===== src/rtl/jpu_uart_loader.sv =====
// UART boot loader: frames a program image into instruction memory and holds the core in reset until a good frame lands.
// Define JPU_LOADER_CKSUM_EN to require and check a trailing XOR checksum byte after the data words.
module jpu_uart_loader #(
  parameter int         ADDR_W         = 10,
  parameter logic [7:0] SYNC_BYTE      = 8'hA5,
  parameter int         TIMEOUT_CYCLES = 1_000_000,
  parameter int         CNT_W          = 20
) (
  input  logic              clk,
  input  logic              rst,
  input  logic [7:0]        rx_data,
  input  logic              rx_valid,
  output logic              mem_we,
  output logic [ADDR_W-1:0] mem_addr,
  output logic [31:0]       mem_wdata,
  output logic              core_rst,
  output logic              loading,
  output logic              err,
  output logic [1:0]        err_code
);

  typedef enum logic [2:0] {
    IDLE,
    CNT_LO,
    CNT_HI,
    DATA,
`ifdef JPU_LOADER_CKSUM_EN
    CKSUM,
`endif
    RUN,
    ERROR
  } state_t;

`ifdef JPU_LOADER_CKSUM_EN
  localparam state_t AFTER_DATA = CKSUM;
`else
  localparam state_t AFTER_DATA = RUN;
`endif

  localparam logic [CNT_W-1:0] TO_LAST     = CNT_W'(TIMEOUT_CYCLES - 1);
  localparam logic [16:0]      MAX_WORDS   = 17'(1) << ADDR_W;
  localparam logic [1:0]       ERR_NONE    = 2'd0;
  localparam logic [1:0]       ERR_COUNT   = 2'd1;
  localparam logic [1:0]       ERR_CKSUM   = 2'd2;
  localparam logic [1:0]       ERR_TIMEOUT = 2'd3;

  state_t             state_q, state_d;
  logic [7:0]         cnt_lo_q, cnt_lo_d;
  logic [15:0]        count_q, count_d;
  logic [15:0]        word_q, word_d;
  logic [1:0]         byte_q, byte_d;
  logic [31:0]        asm_q, asm_d;
  logic [7:0]         ck_q, ck_d;
  logic [CNT_W-1:0]   to_q, to_d;
  logic               we_q, we_d;
  logic [ADDR_W-1:0]  addr_q, addr_d;
  logic [31:0]        wdata_q, wdata_d;
  logic               core_rst_q, core_rst_d;
  logic               err_q, err_d;
  logic [1:0]         code_q, code_d;

  logic               active;
  logic               is_sync;
  logic [15:0]        n_word;
  logic [31:0]        asm_word;

  assign is_sync  = rx_valid && (rx_data == SYNC_BYTE);
  assign n_word   = {rx_data, cnt_lo_q};
  // Bytes enter from the top so byte0 ends up in bits 7:0 after four shifts.
  assign asm_word = {rx_data, asm_q[31:8]};

  always_comb begin
    active = 1'b0;
    case (state_q)
      CNT_LO, CNT_HI, DATA: active = 1'b1;
`ifdef JPU_LOADER_CKSUM_EN
      CKSUM:                active = 1'b1;
`endif
      default:              active = 1'b0;
    endcase
  end

  always_comb begin
    state_d    = state_q;
    cnt_lo_d   = cnt_lo_q;
    count_d    = count_q;
    word_d     = word_q;
    byte_d     = byte_q;
    asm_d      = asm_q;
    ck_d       = ck_q;
    we_d       = 1'b0;
    addr_d     = addr_q;
    wdata_d    = wdata_q;
    err_d      = err_q;
    code_d     = code_q;
    to_d       = '0;
    core_rst_d = 1'b1;

    case (state_q)
      IDLE: begin
        if (is_sync) state_d = CNT_LO;
      end
      CNT_LO: begin
        if (rx_valid) begin
          cnt_lo_d = rx_data;
          state_d  = CNT_HI;
        end
      end
      CNT_HI: begin
        if (rx_valid) begin
          count_d = n_word;
          word_d  = '0;
          byte_d  = '0;
          ck_d    = '0;
          if ({1'b0, n_word} > MAX_WORDS) begin
            state_d = ERROR;
            err_d   = 1'b1;
            code_d  = ERR_COUNT;
          end else if (n_word == 16'd0) begin
            state_d = AFTER_DATA;
          end else begin
            state_d = DATA;
          end
        end
      end
      DATA: begin
        if (rx_valid) begin
          asm_d  = asm_word;
          ck_d   = ck_q ^ rx_data;
          byte_d = byte_q + 2'd1;
          if (byte_q == 2'd3) begin
            we_d    = 1'b1;
            addr_d  = word_q[ADDR_W-1:0];
            wdata_d = asm_word;
            word_d  = word_q + 16'd1;
            if (word_q == count_q - 16'd1) state_d = AFTER_DATA;
          end
        end
      end
`ifdef JPU_LOADER_CKSUM_EN
      CKSUM: begin
        if (rx_valid) begin
          if (rx_data == ck_q) begin
            state_d = RUN;
          end else begin
            state_d = ERROR;
            err_d   = 1'b1;
            code_d  = ERR_CKSUM;
          end
        end
      end
`endif
      RUN: begin
        // Non-sync bytes belong to the running program.
        if (is_sync) state_d = CNT_LO;
      end
      ERROR: begin
        if (is_sync) begin
          state_d = CNT_LO;
          err_d   = 1'b0;
          code_d  = ERR_NONE;
        end
      end
      default: state_d = IDLE;
    endcase

    // A byte landing on the expiry cycle wins, so only idle cycles can time out.
    if (active) begin
      if (rx_valid) begin
        to_d = '0;
      end else if (to_q == TO_LAST) begin
        state_d = ERROR;
        err_d   = 1'b1;
        code_d  = ERR_TIMEOUT;
      end else begin
        to_d = to_q + 1'b1;
      end
    end

    core_rst_d = (state_d != RUN);
  end

  always_ff @(posedge clk) begin
    if (rst) begin
      state_q    <= IDLE;
      cnt_lo_q   <= '0;
      count_q    <= '0;
      word_q     <= '0;
      byte_q     <= '0;
      asm_q      <= '0;
      ck_q       <= '0;
      to_q       <= '0;
      we_q       <= 1'b0;
      addr_q     <= '0;
      wdata_q    <= '0;
      core_rst_q <= 1'b1;
      err_q      <= 1'b0;
      code_q     <= ERR_NONE;
    end else begin
      state_q    <= state_d;
      cnt_lo_q   <= cnt_lo_d;
      count_q    <= count_d;
      word_q     <= word_d;
      byte_q     <= byte_d;
      asm_q      <= asm_d;
      ck_q       <= ck_d;
      to_q       <= to_d;
      we_q       <= we_d;
      addr_q     <= addr_d;
      wdata_q    <= wdata_d;
      core_rst_q <= core_rst_d;
      err_q      <= err_d;
      code_q     <= code_d;
    end
  end

  assign mem_we    = we_q;
  assign mem_addr  = addr_q;
  assign mem_wdata = wdata_q;
  assign core_rst  = core_rst_q;
  assign loading   = active;
  assign err       = err_q;
  assign err_code  = code_q;

endmodule

===== config.mk =====
export PLATFORM = sky130hd
export DESIGN_NAME = jpu_uart_loader
export DESIGN_NICKNAME = d
export VERILOG_FILES = /design/src/rtl/jpu_uart_loader.sv
export SDC_FILE = /design/constraint.sdc
export NUM_CORES = 1
export LEC_CHECK = 0
export ABC_AREA = 1
export ABC_CLOCK_PERIOD_IN_PS = 3250
export BUFFER_PORTS_ARGS = -buffer_cell sky130_fd_sc_hd__buf_4
export CAP_MARGIN = 20
export CELL_PAD_IN_SITES_DETAIL_PLACEMENT = 0
export CELL_PAD_IN_SITES_GLOBAL_PLACEMENT = 1
export CORE_ASPECT_RATIO = 0.5
export CORE_MARGIN = 2
export CORE_UTILIZATION = 35
export DETAILED_ROUTE_END_ITERATION = 10
export PLACE_DENSITY = 0.74
export SYNTH_ARGS = -nofsm -noshare
export SYNTH_HDL_FRONTEND = slang
export SYNTH_SLANG_ARGS = --single-unit
export TNS_END_PERCENT = 5

===== constraint.sdc =====
create_clock -name clk -period 3.25 [get_ports clk]
set_clock_uncertainty 0.1 [all_clocks]
set_input_delay 0.325 -clock clk [delete_from_list [all_inputs] [get_ports clk]]
set_output_delay 0.325 -clock clk [all_outputs]
set_load 0.01 [all_outputs]

==> flow_summary.ini <==
[outcome]
status = completed

[power]
sw_frac_of_total_pct = 22.4
powerDensity_nw_per_um2 = 520
cellInternalPower_mw = 2.90
pwr-share-seq_pct = 44.6
power.switching_uw = 837
power.leakage_nw = 3.14
peakVddDrop_mv = 0.389
pwr-share-clk_pct = 53.5
p_comb_share_pct = 2.0

[logic_synthesis]
synthCells = 815
ys_seq_area_share_pct = 46.0
synth_cell_types = 37
syn_area_um2 = 5920
ys_ff_latch = 136
yosys.area.top_type_share_pct = 46.0
syn-num-nets = 830
synth_top_area_cell = dfxtp_1
synth_area_leaders = dfxtp_1 (46%), nand2_1 (9.1%), nor2_1 (7.5%)
synth.avg_cell_area_um2 = 7.27
yosys_warnings = 0

[cells_and_area]
multi_input_area_um2 = 2720
regArea_um2 = 2720
areaGrowthSynthToFinish_pct = 21.6
layout_common_cells = nand2_1 (143), dfxtp_1 (136), nor2_1 (119)
num_antenna_cells = 0
finalNetCount = 887
final_common_cell = nand2_1
fin_area_um2 = 7200
num-fill-cells = 1680
final_util_pct = 43.7
drive_above_1_share_pct = 13.8

[place]
place.gp.congestion = 0.836
hpwl_um = 10900
place_ws_ns = 0.911
place_area_um2 = 6600
port_buffers = 58

[cts]
clkTransAtPathRegs_ns = 0.06
cts_buffers = 17
cts_root_buffer = clkbuf_16
clk_latency_ns = 0.42
post_cts_buffers = 0
cts_tree = yes
cts_hold_buf = 0
cts_buffer_depth = 2
cts_resized = 0
h-tree-depth = 4
numClockSinks = 136

[worst_setup_path]
cp_slowest_cell = ha_1
regToRegEndpoint = core_rst
crit_type = reg2reg
crit_fanout = 11
cpPeakStageDelay_ns = 0.45
reg2regPathDepth = 13
crit_arrival_ns = 2.57
worstReg2RegStart = byte_q[0]
critPathLaunchType = flip-flop
cp_data_required_time_ns = 3.46
end_kind = flip-flop
r2r_slack_ns = 0.90
worstPathCellList = ha_1, nand2_1, nand3b_1, nor2_1, nand2_1, nor2_1, nand3_1, nor2_1, nand3_1, nand2_1, nand3b_1, nor2_1, nand2_1

[global_routing]
grt_max_degree = 42
grt_usage_pct = 18.1
grt_pass1_wl_um = 25500
grt_pass1_vias = 5017
antenna_found_initial = 0
grt_overflow = 0

[sta]
fin_crit_sh_pct = 72.4
max-slew-margin-rel_pct = 43.2
finalMaxSlewViolations = 0
hold_viol = 0
period_minus_slack_ns = 2.35
fmax_mhz = 425
rsz0062_at_grt = no
setup_slack_ns = 0.896
worstMarginPinSlew_ns = 0.851
fin_tns_setup_ns = 0
hold_slack_ns = 0.137
final-setup-viol-count = 0

[floorplan]
ios = 59
num_rows = 33
core_area_um2 = 16500
die_w_um = 188
die_height_um = 96.0
start_util_pct = 35.9
die_area_um2 = 18000

[routing]
finalWirelength_um = 15400
drcViolationCount = 0
via_per_inst = 4.77
firstDrtPassIters = 6
wl_per_cell_um = 13.9
drtIter0Drc = 344
ant_nets = 0
vias = 5300

[worst_hold_path]
min_path_cells = 3
hold_start = rx_data[7]
min_path_type = in2reg
holdPathEnd = asm_q[31]

[job]
max_cap_violations = 0
[power groups by stage]
stage          Combinational (mW)  Clock [mW]  Sequential [mW]
6_report                   0.0732        2.00             1.67
5_1_grt                    0.0808        2.12             1.67
4_1_cts                    0.0746        2.04             1.67
3_5_place_dp               0.0739           0             1.70
3_3_place_gp               0.0738           0             1.70
2_1_floorplan              0.0358           0             1.70
[worst max-delay path by stage]
stage / startpoint / to / slack (ns) / depth (start not counted)
after global routing: byte_q[0] / core_rst / 0.62 / 13
after global placement: byte_q[0] / core_rst / 0.92 / 13
after CTS: byte_q[0] / core_rst / 0.89 / 13
final: byte_q[0] / core_rst / 0.90 / 13
after floorplan: byte_q[0] / core_rst / 1.40 / 14
after detailed placement: byte_q[0] / core_rst / 0.91 / 13
[synth_stat cells]
master / number
o21a_1: 2
nand4_1: 10
buf_2: 6
xnor2_1: 3
o21ai_0: 83
nor4_1: 5
buf_1: 1
xor2_1: 14
o21ai_1: 2
inv_1: 92
clkbuf_1: 20
ha_1: 4
nor2_4: 3
nor3b_2: 2
nand3b_1: 2
nor3_2: 2
and2_1: 1
nand2_4: 1
o21bai_1: 1
a211oi_1: 8
or2_2: 1
o21ba_2: 1
nor3_1: 15
a21oi_1: 70
nand3_1: 39
nor3b_1: 1
a22oi_1: 9
inv_4: 1
nor4_4: 1
nor2_8: 1
nand2_1: 143
dfxtp_1: 136
nor2_1: 119
a31oi_1: 3
inv_2: 4
nand2_2: 2
nor2_2: 7
[stage by stage]
step / instances / power (mW)
4_1_cts: 1112 / 3.78
6_report: 1112 / 3.74
3_3_place_gp: 1080 / 1.78
2_1_floorplan: 815 / 1.74
3_5_place_dp: 1080 / 1.78
5_1_grt: 1112 / 3.87
[per-layer routing]
| layer | global-route usage (%) | vias to the layer above | routed length, um | part of all wire (%) |
|---|---|---|---|---|
| met3 | 4.56 | 11 | 627 | 4.1 |
| met1 | 24.9 | 2408 | 8070 | 52 |
| met5 | 0 | - | 0 | 0 |
| met2 | 28.1 | 100 | 6590 | 43 |
| met4 | 5.84 | 0 | 140 | 0.91 |
| li1 | - | 2781 | - | - |
[worst max-delay path: cells and delay by family, from the launching register on]
kind / cells / cell delay (ns)
AND/OR/NAND/NOR: 12 / 1.35
adder cells (fa/ha/maj): 1 / 0.45
flip-flops: 1 / 0.35
[logic make-up (layout without fill, tap and decap cells)]
logic type | after synthesis | in the layout | synth area share [%]
AO/OA/AOI/OAI | 179 | 179 | 16.1
adder cells (fa/ha/maj) | 4 | 4 | 0.845
buffers and inverters | 124 | 194 | 8.03
AND/OR/NAND/NOR | 355 | 355 | 26.5
flip-flops | 136 | 136 | 46.0
XOR/XNOR | 17 | 17 | 2.51
[layout make-up]
cell class / count / area share, %
Tap cell: 227 / 3.95
Timing Repair Buffer: 65 / 6.95
Clock buffer: 19 / 6.01
Clock inverter: 13 / 2.35
Sequential cell: 136 / 37.8
Inverter: 97 / 5.09
Multi-Input combinational cell: 555 / 37.8
[flip-flops by register name, indices dropped and copies added (netlist names)]
signal     flops
mem_addr      10
err            1
count_q       16
to_q          20
mem_wdata     32
mem_we         1
asm_q         24
state_q        3
err_code       2
byte_q         2
cnt_lo_q       8
core_rst       1
word_q        16
Note: power is estimated with default switching activity, not from simulation.
